==> config.mk <==
export PLATFORM = sky130hd
export DESIGN_NAME = axis_engine_router
export DESIGN_NICKNAME = d
export VERILOG_FILES = /design/src/rtl/axis_router_pkg.sv /design/src/rtl/axis_skid_buf.sv /design/src/rtl/axis_engine_router.sv
export SDC_FILE = /design/constraint.sdc
export NUM_CORES = 1
export LEC_CHECK = 0
export ABC_AREA = 0
export CORE_AREA = 2 2 153 155
export CTS_CLUSTER_SIZE = 14
export DETAILED_ROUTE_END_ITERATION = 7
export DIE_AREA = 0 0 155 157
export PLACE_DENSITY = 0.8
export SLEW_MARGIN = 0
export SYNTH_ARGS = -nofsm -noshare
export SYNTH_HDL_FRONTEND = slang
export SYNTH_HIERARCHICAL = 1
export SYNTH_SLANG_ARGS = --single-unit
==> constraint.sdc <==
create_clock -name CLK -period 3.35 [get_ports CLK]
set_input_delay 0.5025 -clock CLK [delete_from_list [all_inputs] [get_ports CLK]]
set_output_delay 0.5025 -clock CLK [all_outputs]
set_load 0.01 [all_outputs]
==> src/rtl/axis_router_pkg.sv <==
// Shared register map, bit positions and FSM encoding
// for the AXI-Stream engine router.
package axis_router_pkg;

  localparam logic [3:0] ADDR_CTRL   = 4'h0;
  localparam logic [3:0] ADDR_LEN    = 4'h4;
  localparam logic [3:0] ADDR_STATUS = 4'h8;

  localparam int CTRL_START   = 0;
  localparam int CTRL_ABORT   = 1;
  localparam int CTRL_SEL_LSB = 8;

  localparam int ST_BUSY    = 0;
  localparam int ST_DONE    = 1;
  localparam int ST_ERR_SEL = 2;
  localparam int ST_ERR_LEN = 3;
  localparam int ST_CNT_LSB = 16;

  typedef enum logic [1:0] {
    S_IDLE = 2'd0,
    S_RUN  = 2'd1,
    S_DONE = 2'd2
  } state_e;

endpackage

==> src/rtl/axis_skid_buf.sv <==
// 2-entry registered stream buffer with flush.
// Ports: clk/resetn/flush, in_* (sink), out_* (source).
module axis_skid_buf #(
  parameter int DATA_W = 32
) (
  input  logic              clk,
  input  logic              resetn,
  input  logic              flush,
  input  logic [DATA_W-1:0] in_data,
  input  logic              in_last,
  input  logic              in_valid,
  output logic              in_ready,
  output logic [DATA_W-1:0] out_data,
  output logic              out_last,
  output logic              out_valid,
  input  logic              out_ready
);

  logic [DATA_W-1:0] dat0_q, dat0_d;
  logic [DATA_W-1:0] dat1_q, dat1_d;
  logic              lst0_q, lst0_d;
  logic              lst1_q, lst1_d;
  logic              wptr_q, wptr_d;
  logic              rptr_q, rptr_d;
  logic [1:0]        cnt_q, cnt_d;
  logic              push, pop;

  // Ready comes from the registered fill level only,
  // so no combinational path runs back from out_ready.
  assign in_ready  = (cnt_q != 2'd2);
  assign out_valid = (cnt_q != 2'd0);
  assign out_data  = rptr_q ? dat1_q : dat0_q;
  assign out_last  = out_valid &
                     (rptr_q ? lst1_q : lst0_q);
  assign push      = in_valid & in_ready;
  assign pop       = out_valid & out_ready;

  always_comb begin
    dat0_d = dat0_q;
    dat1_d = dat1_q;
    lst0_d = lst0_q;
    lst1_d = lst1_q;
    wptr_d = wptr_q;
    rptr_d = rptr_q;
    if (push) begin
      if (wptr_q) begin
        dat1_d = in_data;
        lst1_d = in_last;
      end else begin
        dat0_d = in_data;
        lst0_d = in_last;
      end
      wptr_d = ~wptr_q;
    end
    if (pop) rptr_d = ~rptr_q;
    cnt_d = cnt_q + {1'b0, push} - {1'b0, pop};
    if (flush) begin
      cnt_d  = 2'd0;
      wptr_d = 1'b0;
      rptr_d = 1'b0;
    end
  end

  always_ff @(posedge clk) begin
    if (!resetn) begin
      dat0_q <= '0;
      dat1_q <= '0;
      lst0_q <= 1'b0;
      lst1_q <= 1'b0;
      wptr_q <= 1'b0;
      rptr_q <= 1'b0;
      cnt_q  <= 2'd0;
    end else begin
      dat0_q <= dat0_d;
      dat1_q <= dat1_d;
      lst0_q <= lst0_d;
      lst1_q <= lst1_d;
      wptr_q <= wptr_d;
      rptr_q <= rptr_d;
      cnt_q  <= cnt_d;
    end
  end

endmodule

==> src/rtl/axis_engine_router.sv <==
// Routes one VDMA stream to a selected engine and returns
// its results; APB regs CTRL/LEN/STATUS control each job.
module axis_engine_router
  import axis_router_pkg::*;
#(
  parameter int NUM_ENG = 3,
  parameter int DATA_W  = 32,
  parameter int LEN_W   = 16
) (
  input  logic                      CLK,
  input  logic                      RESETN,
  input  logic [31:0]               PADDR,
  input  logic                      PSEL,
  input  logic                      PENABLE,
  input  logic                      PWRITE,
  input  logic [31:0]               PWDATA,
  output logic [31:0]               PRDATA,
  output logic                      PREADY,
  output logic                      PSLVERR,
  input  logic [DATA_W-1:0]         S_AXIS_TDATA,
  input  logic [DATA_W/8-1:0]       S_AXIS_TKEEP,
  input  logic                      S_AXIS_TLAST,
  input  logic                      S_AXIS_TVALID,
  output logic                      S_AXIS_TREADY,
  output logic [DATA_W-1:0]         M_AXIS_TDATA,
  output logic [DATA_W/8-1:0]       M_AXIS_TKEEP,
  output logic                      M_AXIS_TLAST,
  output logic                      M_AXIS_TVALID,
  input  logic                      M_AXIS_TREADY,
  output logic [NUM_ENG*DATA_W-1:0] ENG_TX_TDATA,
  output logic [NUM_ENG-1:0]        ENG_TX_TLAST,
  output logic [NUM_ENG-1:0]        ENG_TX_TVALID,
  input  logic [NUM_ENG-1:0]        ENG_TX_TREADY,
  input  logic [NUM_ENG*DATA_W-1:0] ENG_RX_TDATA,
  input  logic [NUM_ENG-1:0]        ENG_RX_TLAST,
  input  logic [NUM_ENG-1:0]        ENG_RX_TVALID,
  output logic [NUM_ENG-1:0]        ENG_RX_TREADY
);

  state_e            state_q, state_d;
  logic [2:0]        sel_q, sel_d;
  logic [2:0]        csel_q, csel_d;
  logic [LEN_W-1:0]  len_q, len_d;
  logic [LEN_W-1:0]  cnt_q, cnt_d, cnt_inc;
  logic              done_q, done_d;
  logic              esel_q, esel_d;
  logic              elen_q, elen_d;
  logic              set_done, set_esel, set_elen;
  logic              acc, wr, rd, mapped;
  logic              wr_ctrl, start, abort;
  logic              busy, run, flush, m_hs, last_beat;
  logic              sel_ok;
  logic [3:0]        addr;
  logic [2:0]        wr_sel, clr;
  logic [31:0]       status, rdata;
  logic              sk_valid, sk_ready, sk_last;
  logic [DATA_W-1:0] sk_data;
  logic              unused_ok;

  assign unused_ok = ^{S_AXIS_TKEEP, PADDR, PWDATA};

  assign addr    = PADDR[3:0];
  assign acc     = PSEL & PENABLE;
  assign wr      = acc & PWRITE;
  assign rd      = acc & ~PWRITE;
  assign mapped  = (addr == ADDR_CTRL) |
                   (addr == ADDR_LEN) |
                   (addr == ADDR_STATUS);
  assign wr_ctrl = wr & (addr == ADDR_CTRL);
  assign start   = wr_ctrl & PWDATA[CTRL_START];
  assign abort   = wr_ctrl & PWDATA[CTRL_ABORT];
  assign wr_sel  = PWDATA[CTRL_SEL_LSB +: 3];
  assign sel_ok  = {1'b0, wr_sel} < 4'(NUM_ENG);
  assign clr     = (wr & (addr == ADDR_STATUS)) ?
                   PWDATA[3:1] : 3'b000;
  assign busy    = (state_q != S_IDLE);
  assign run     = (state_q == S_RUN);
  assign m_hs    = M_AXIS_TVALID & M_AXIS_TREADY;
  assign cnt_inc = cnt_q + LEN_W'(1);
  assign last_beat = (cnt_inc == len_q);

  assign PREADY  = 1'b1;
  // A START that arrives with ABORT is dropped, not an error.
  assign PSLVERR = acc & (~mapped |
                   (start & ~abort & busy));
  assign PRDATA  = (rd & mapped) ? rdata : 32'd0;
  assign M_AXIS_TKEEP = '1;

  always_comb begin
    status = '0;
    status[ST_BUSY]    = busy;
    status[ST_DONE]    = done_q;
    status[ST_ERR_SEL] = esel_q;
    status[ST_ERR_LEN] = elen_q;
    status[ST_CNT_LSB +: LEN_W] = cnt_q;
    rdata = '0;
    unique case (1'b1)
      (addr == ADDR_CTRL):
        rdata[CTRL_SEL_LSB +: 3] = csel_q;
      (addr == ADDR_LEN):
        rdata[LEN_W-1:0] = len_q;
      (addr == ADDR_STATUS):
        rdata = status;
      default: ;
    endcase
  end

  always_comb begin
    state_d  = state_q;
    sel_d    = sel_q;
    csel_d   = csel_q;
    len_d    = len_q;
    cnt_d    = cnt_q;
    flush    = 1'b0;
    set_done = 1'b0;
    set_esel = 1'b0;
    set_elen = 1'b0;
    if (wr_ctrl) csel_d = wr_sel;
    if (wr & (addr == ADDR_LEN))
      len_d = PWDATA[LEN_W-1:0];
    unique case (state_q)
      S_IDLE: begin
        if (start & ~abort) begin
          if (sel_ok & (len_q != '0)) begin
            state_d = S_RUN;
            cnt_d   = '0;
            sel_d   = wr_sel;
          end else begin
            set_esel = 1'b1;
          end
        end
      end
      S_RUN: begin
        if (abort) begin
          state_d = S_IDLE;
          flush   = 1'b1;
        end else if (m_hs) begin
          cnt_d = cnt_inc;
          if (last_beat) state_d = S_DONE;
          // TLAST must mark exactly the LEN-th beat.
          if (last_beat != M_AXIS_TLAST)
            set_elen = 1'b1;
        end
      end
      S_DONE: begin
        state_d  = S_IDLE;
        set_done = 1'b1;
      end
      default: state_d = S_IDLE;
    endcase
    done_d = (done_q & ~clr[0]) | set_done;
    esel_d = (esel_q & ~clr[1]) | set_esel;
    elen_d = (elen_q & ~clr[2]) | set_elen;
  end

  always_comb begin
    ENG_TX_TDATA  = '0;
    ENG_TX_TLAST  = '0;
    ENG_TX_TVALID = '0;
    ENG_RX_TREADY = '0;
    S_AXIS_TREADY = 1'b0;
    sk_valid      = 1'b0;
    sk_last       = 1'b0;
    sk_data       = '0;
    for (int i = 0; i < NUM_ENG; i++) begin
      if (run && (sel_q == 3'(i))) begin
        ENG_TX_TDATA[i*DATA_W +: DATA_W] =
          S_AXIS_TDATA;
        ENG_TX_TLAST[i]  = S_AXIS_TLAST;
        ENG_TX_TVALID[i] = S_AXIS_TVALID;
        S_AXIS_TREADY    = ENG_TX_TREADY[i];
        sk_valid = ENG_RX_TVALID[i];
        sk_last  = ENG_RX_TLAST[i];
        sk_data  = ENG_RX_TDATA[i*DATA_W +: DATA_W];
        ENG_RX_TREADY[i] = sk_ready;
      end
    end
  end

  axis_skid_buf #(.DATA_W(DATA_W)) u_skid (
    .clk       (CLK),
    .resetn    (RESETN),
    .flush     (flush),
    .in_data   (sk_data),
    .in_last   (sk_last),
    .in_valid  (sk_valid),
    .in_ready  (sk_ready),
    .out_data  (M_AXIS_TDATA),
    .out_last  (M_AXIS_TLAST),
    .out_valid (M_AXIS_TVALID),
    .out_ready (M_AXIS_TREADY)
  );

  always_ff @(posedge CLK) begin
    if (!RESETN) begin
      state_q <= S_IDLE;
      sel_q   <= 3'd0;
      csel_q  <= 3'd0;
      len_q   <= '0;
      cnt_q   <= '0;
      done_q  <= 1'b0;
      esel_q  <= 1'b0;
      elen_q  <= 1'b0;
    end else begin
      state_q <= state_d;
      sel_q   <= sel_d;
      csel_q  <= csel_d;
      len_q   <= len_d;
      cnt_q   <= cnt_d;
      done_q  <= done_d;
      esel_q  <= esel_d;
      elen_q  <= elen_d;
    end
  end

endmodule

==> summary.md <==
| Metric | Value |
|---|---|
| Status | `finished clean` |
| Pin count of the biggest net entering global routing | `68` |
| Routed Antenna Nets | `0` |
| Delay of the slowest cell on the worst path | `0.72 ns` |
| Reg clk slew, reported paths | `0.07 ns` |
| Cell mode on critical path | `clkdlybuf4s50_1` |
| Hold Crit Depth | `2` |
| Clock share of power | `0.518` |
| Tmin final | `3.17 ns` |
| Placer Congestion | `0.917` |
| CP Cell Sequence | `clkdlybuf4s50_1, or4b_2, nor2_1, buf_4, and2_1, clkdlybuf4s50_1` |
| Vias | `8584` |
| Chip Height | `157 µm` |
| DP Wirelength | `21200 µm` |
| Synth area leader | `dfxtp_1` |
| Post-synthesis cell type count | `64` |
| Gate Count Post-Synth | `992` |
| Clock tree buffer depth | `2` |
| Htree depth | `4` |
| Pleak | `4.10 nW` |
| Worst setup SP type | `primary input` |
| 1st-iter DRT viols | `671` |
| CTS buffer count | `17` |
| Overflow after GRT | `0` |
| Post-Route Skew | `0.0135 ns` |
| Worst R2R Path Depth | `9` |
| Slew Viols, Final | `0` |
| Final hold vios | `0` |
| Final wirelength | `29200 µm` |
| Worst slew pin tran | `1.14 ns` |
| Critical Path RT | `2.85 ns` |
| Worst EP arrival | `2.66 ns` |
| Yosys warning count | `6` |
| DRC violations left | `0` |
| I/O Pins | `391` |
| Class of the worst hold path | `reg -> reg` |
| Switch share | `0.253` |
| Hold Worst Slack | `0.467 ns` |
| # fillers | `2043` |
| Area Growth Syn to Fin | `52.2%` |
| Layout cells sized above 1 | `0.0981` |
| Pint | `2.51 mW` |
| CTS Root Cell | `clkbuf_16` |
| Vias per cell | `5.45` |
| Fraction of registers with async set/reset | `0` |
| CP max-delay cell | `or4b_2` |
| Max cap viols | `0` |
| Fin nets | `1487` |
| PD cells | `286 nW/µm²` |
| Port bufs | `337` |
| Most frequent cells in the layout | `337 x clkdlybuf4s50_1, 132 x and2_1, 124 x nand2_1` |
| # setup viols final | `0` |
| Hold_buf cts | `0` |
| Initial antenna violation count | `3` |
| CTS sink count | `113` |
| Crit path max fanout | `12` |
| Most common cell after layout, fill and taps aside | `clkdlybuf4s50_1` |
| Setup Fix Bufs, Post-CTS | `0` |
| TritonCTS clock tree | `built` |
| Final setup TNS | `0 ns` |
| Top FF cell, synth | `dfxtp_1` |
| RSZ-0062 raised after global routing | `false` |
| Synth top area share | `0.293` |
| Fmax | `316 MHz` |
| Slew Limit Headroom | `0.238` |
| Overall die area | `24300 µm²` |
| Syn_area_per_cell | `7.77 µm²` |
| Comb pwr share | `0.082` |
| Synth Cell Area | `7710 µm²` |
| First-pass GRT wire length | `44600 µm` |
| Die X | `155 µm` |
| Psw | `850 µW` |
| WL/cell | `18.6 µm` |
| Post-synth EDFFs | `0` |
| # rows | `55` |
| Sequential-to-total area share from yosys stat | `0.293` |
| Final Cycle Share | `0.945` |
| Resized Gates After CTS | `0` |
| Clk_lat worst skew | `0.43 ns` |
| Core ar. | `22500 µm²` |
| Reg power frac | `0.401` |
| Initial Util | `0.343` |
| Crit path capture type | `output port` |
| CP Class | `in -> out` |
| Top cells by area, synth | `dfxtp_1 29%, and2_1 11%, nand2_1 6.1%` |
| Overall Global Routing Usage | `0.230` |
| Flops & latches, synth | `113` |
| Peak supply drop | `306 µV` |
| DRT Pass-1 Iters | `5` |
| Vias in the first global route | `8254` |
==> kinds of logic (layout without fill, tap and decap cells) <==
group / after synthesis / in the layout / synth area share
adder cells (fa/ha/maj): 2 / 2 / 0.00325
multiplexers: 44 / 44 / 0.0627
buffers and inverters: 119 / 408 / 0.0771
AND/OR/NAND/NOR: 439 / 439 / 0.312
flip-flops: 113 / 113 / 0.293
other: 1 / 9 / 0.000486
AO/OA/AOI/OAI: 250 / 250 / 0.224
XOR/XNOR: 24 / 24 / 0.0273
==> path summary, 6_finish.rpt <==
path | start | endpoint | slack (ns)
worst max-delay path | PADDR[1] | PRDATA[16] | 0.18
worst min-delay path | u_skid/dat0_q[5]$_SDFFE_PN0P_ | u_skid/dat0_q[5]$_SDFFE_PN0P_ | 0.47
worst max register to register | state_q[1]$_SDFFE_PN0P_ | u_skid/dat1_q[12]$_SDFFE_PN0P_ | 0.36
worst min register to register | u_skid/dat0_q[5]$_SDFFE_PN0P_ | u_skid/dat0_q[5]$_SDFFE_PN0P_ | 0.47
==> per-layer routing <==
metal,global-route usage,routed length (µm),share of wire,vias to the layer above
met5,0,0,0,-
met4,0.0802,701,0.024,0
met3,0.0474,2030,0.069,48
met2,0.404,14700,0.50,389
met1,0.280,11800,0.40,4035
li1,-,-,-,4112
==> area by class of cell <==
type / instances / area (µm²) / area share
flip-flops and latches: 113 / 2260 / 0.193
clock inverters: 15 / 136 / 0.0116
clock buffers: 17 / 425 / 0.0363
inverters: 12 / 47.5 / 0.00405
diodes: 4 / 10.0 / 0.000853
multi-input cells: 764 / 4890 / 0.417
repair buffers: 364 / 3600 / 0.307
well taps: 285 / 357 / 0.0304
==> Yosys cell counts, drive strengths merged (2+ instances only) <==
| cell type | number |
|---|---|
| o221a | 2 |
| o21a | 2 |
| and4 | 3 |
| ha | 2 |
| nor4b | 5 |
| a31oi | 2 |
| inv | 12 |
| or4 | 4 |
| clkbuf | 61 |
| nand3 | 10 |
| o2111a | 2 |
| and3 | 3 |
| nor2 | 33 |
| mux2 | 34 |
| or3 | 10 |
| nor3 | 15 |
| a21boi | 29 |
| dfxtp | 113 |
| mux2i | 10 |
| nand2 | 125 |
| a21oi | 78 |
| nand4 | 72 |
| or2 | 2 |
| nand2b | 2 |
| o211a | 2 |
| o21ai | 19 |
| a22oi | 38 |
| xnor2 | 15 |
| xor2 | 9 |
| nor2b | 12 |
| o31ai | 66 |
| buf | 46 |
| and2 | 132 |
| nor4 | 9 |
==> flip-flops by register name, indices dropped and copies added, names as in the netlist, 2 cells and up <==
| register | cells |
|---|---|
| state_q | 2 |
| u_skid/dat1_q | 32 |
| csel_q | 3 |
| u_skid/dat0_q | 32 |
| len_q | 16 |
| cnt_q | 16 |
| sel_q | 3 |
| u_skid/cnt_q | 2 |
==> critical path, delay by kind of cell <==
family / cells / cell delay (ns)
buffers and inverters: 3 / 1.17
AND/OR/NAND/NOR: 3 / 0.99
==> stage by stage <==
stage / cell area (µm²) / worst slack [ns] / cells / total power, mW / utilization
floorplan: 7720 / 0.532 / 996 / 1.42 / -
global placement: 11200 / 0.199 / 1538 / 1.64 / 0.496
detailed placement: 11200 / 0.188 / 1538 / 1.65 / 0.496
CTS: 11700 / 0.181 / 1570 / 3.37 / 0.521
global route: 11700 / 0.0510 / 1571 / 3.45 / 0.521
finish: 11700 / 0.185 / 1574 / 3.36 / 0.521
==> power groups by stage <==
stage	sequential [mW]	clock [mW]	combinational (mW)
after floorplan	1.38	0	0.0464
after global placement	1.38	0	0.269
after detailed placement	1.38	0	0.272
after global routing	1.35	1.82	0.290
after CTS	1.35	1.75	0.274
final	1.35	1.74	0.274
(Power assumes the default switching activity.)
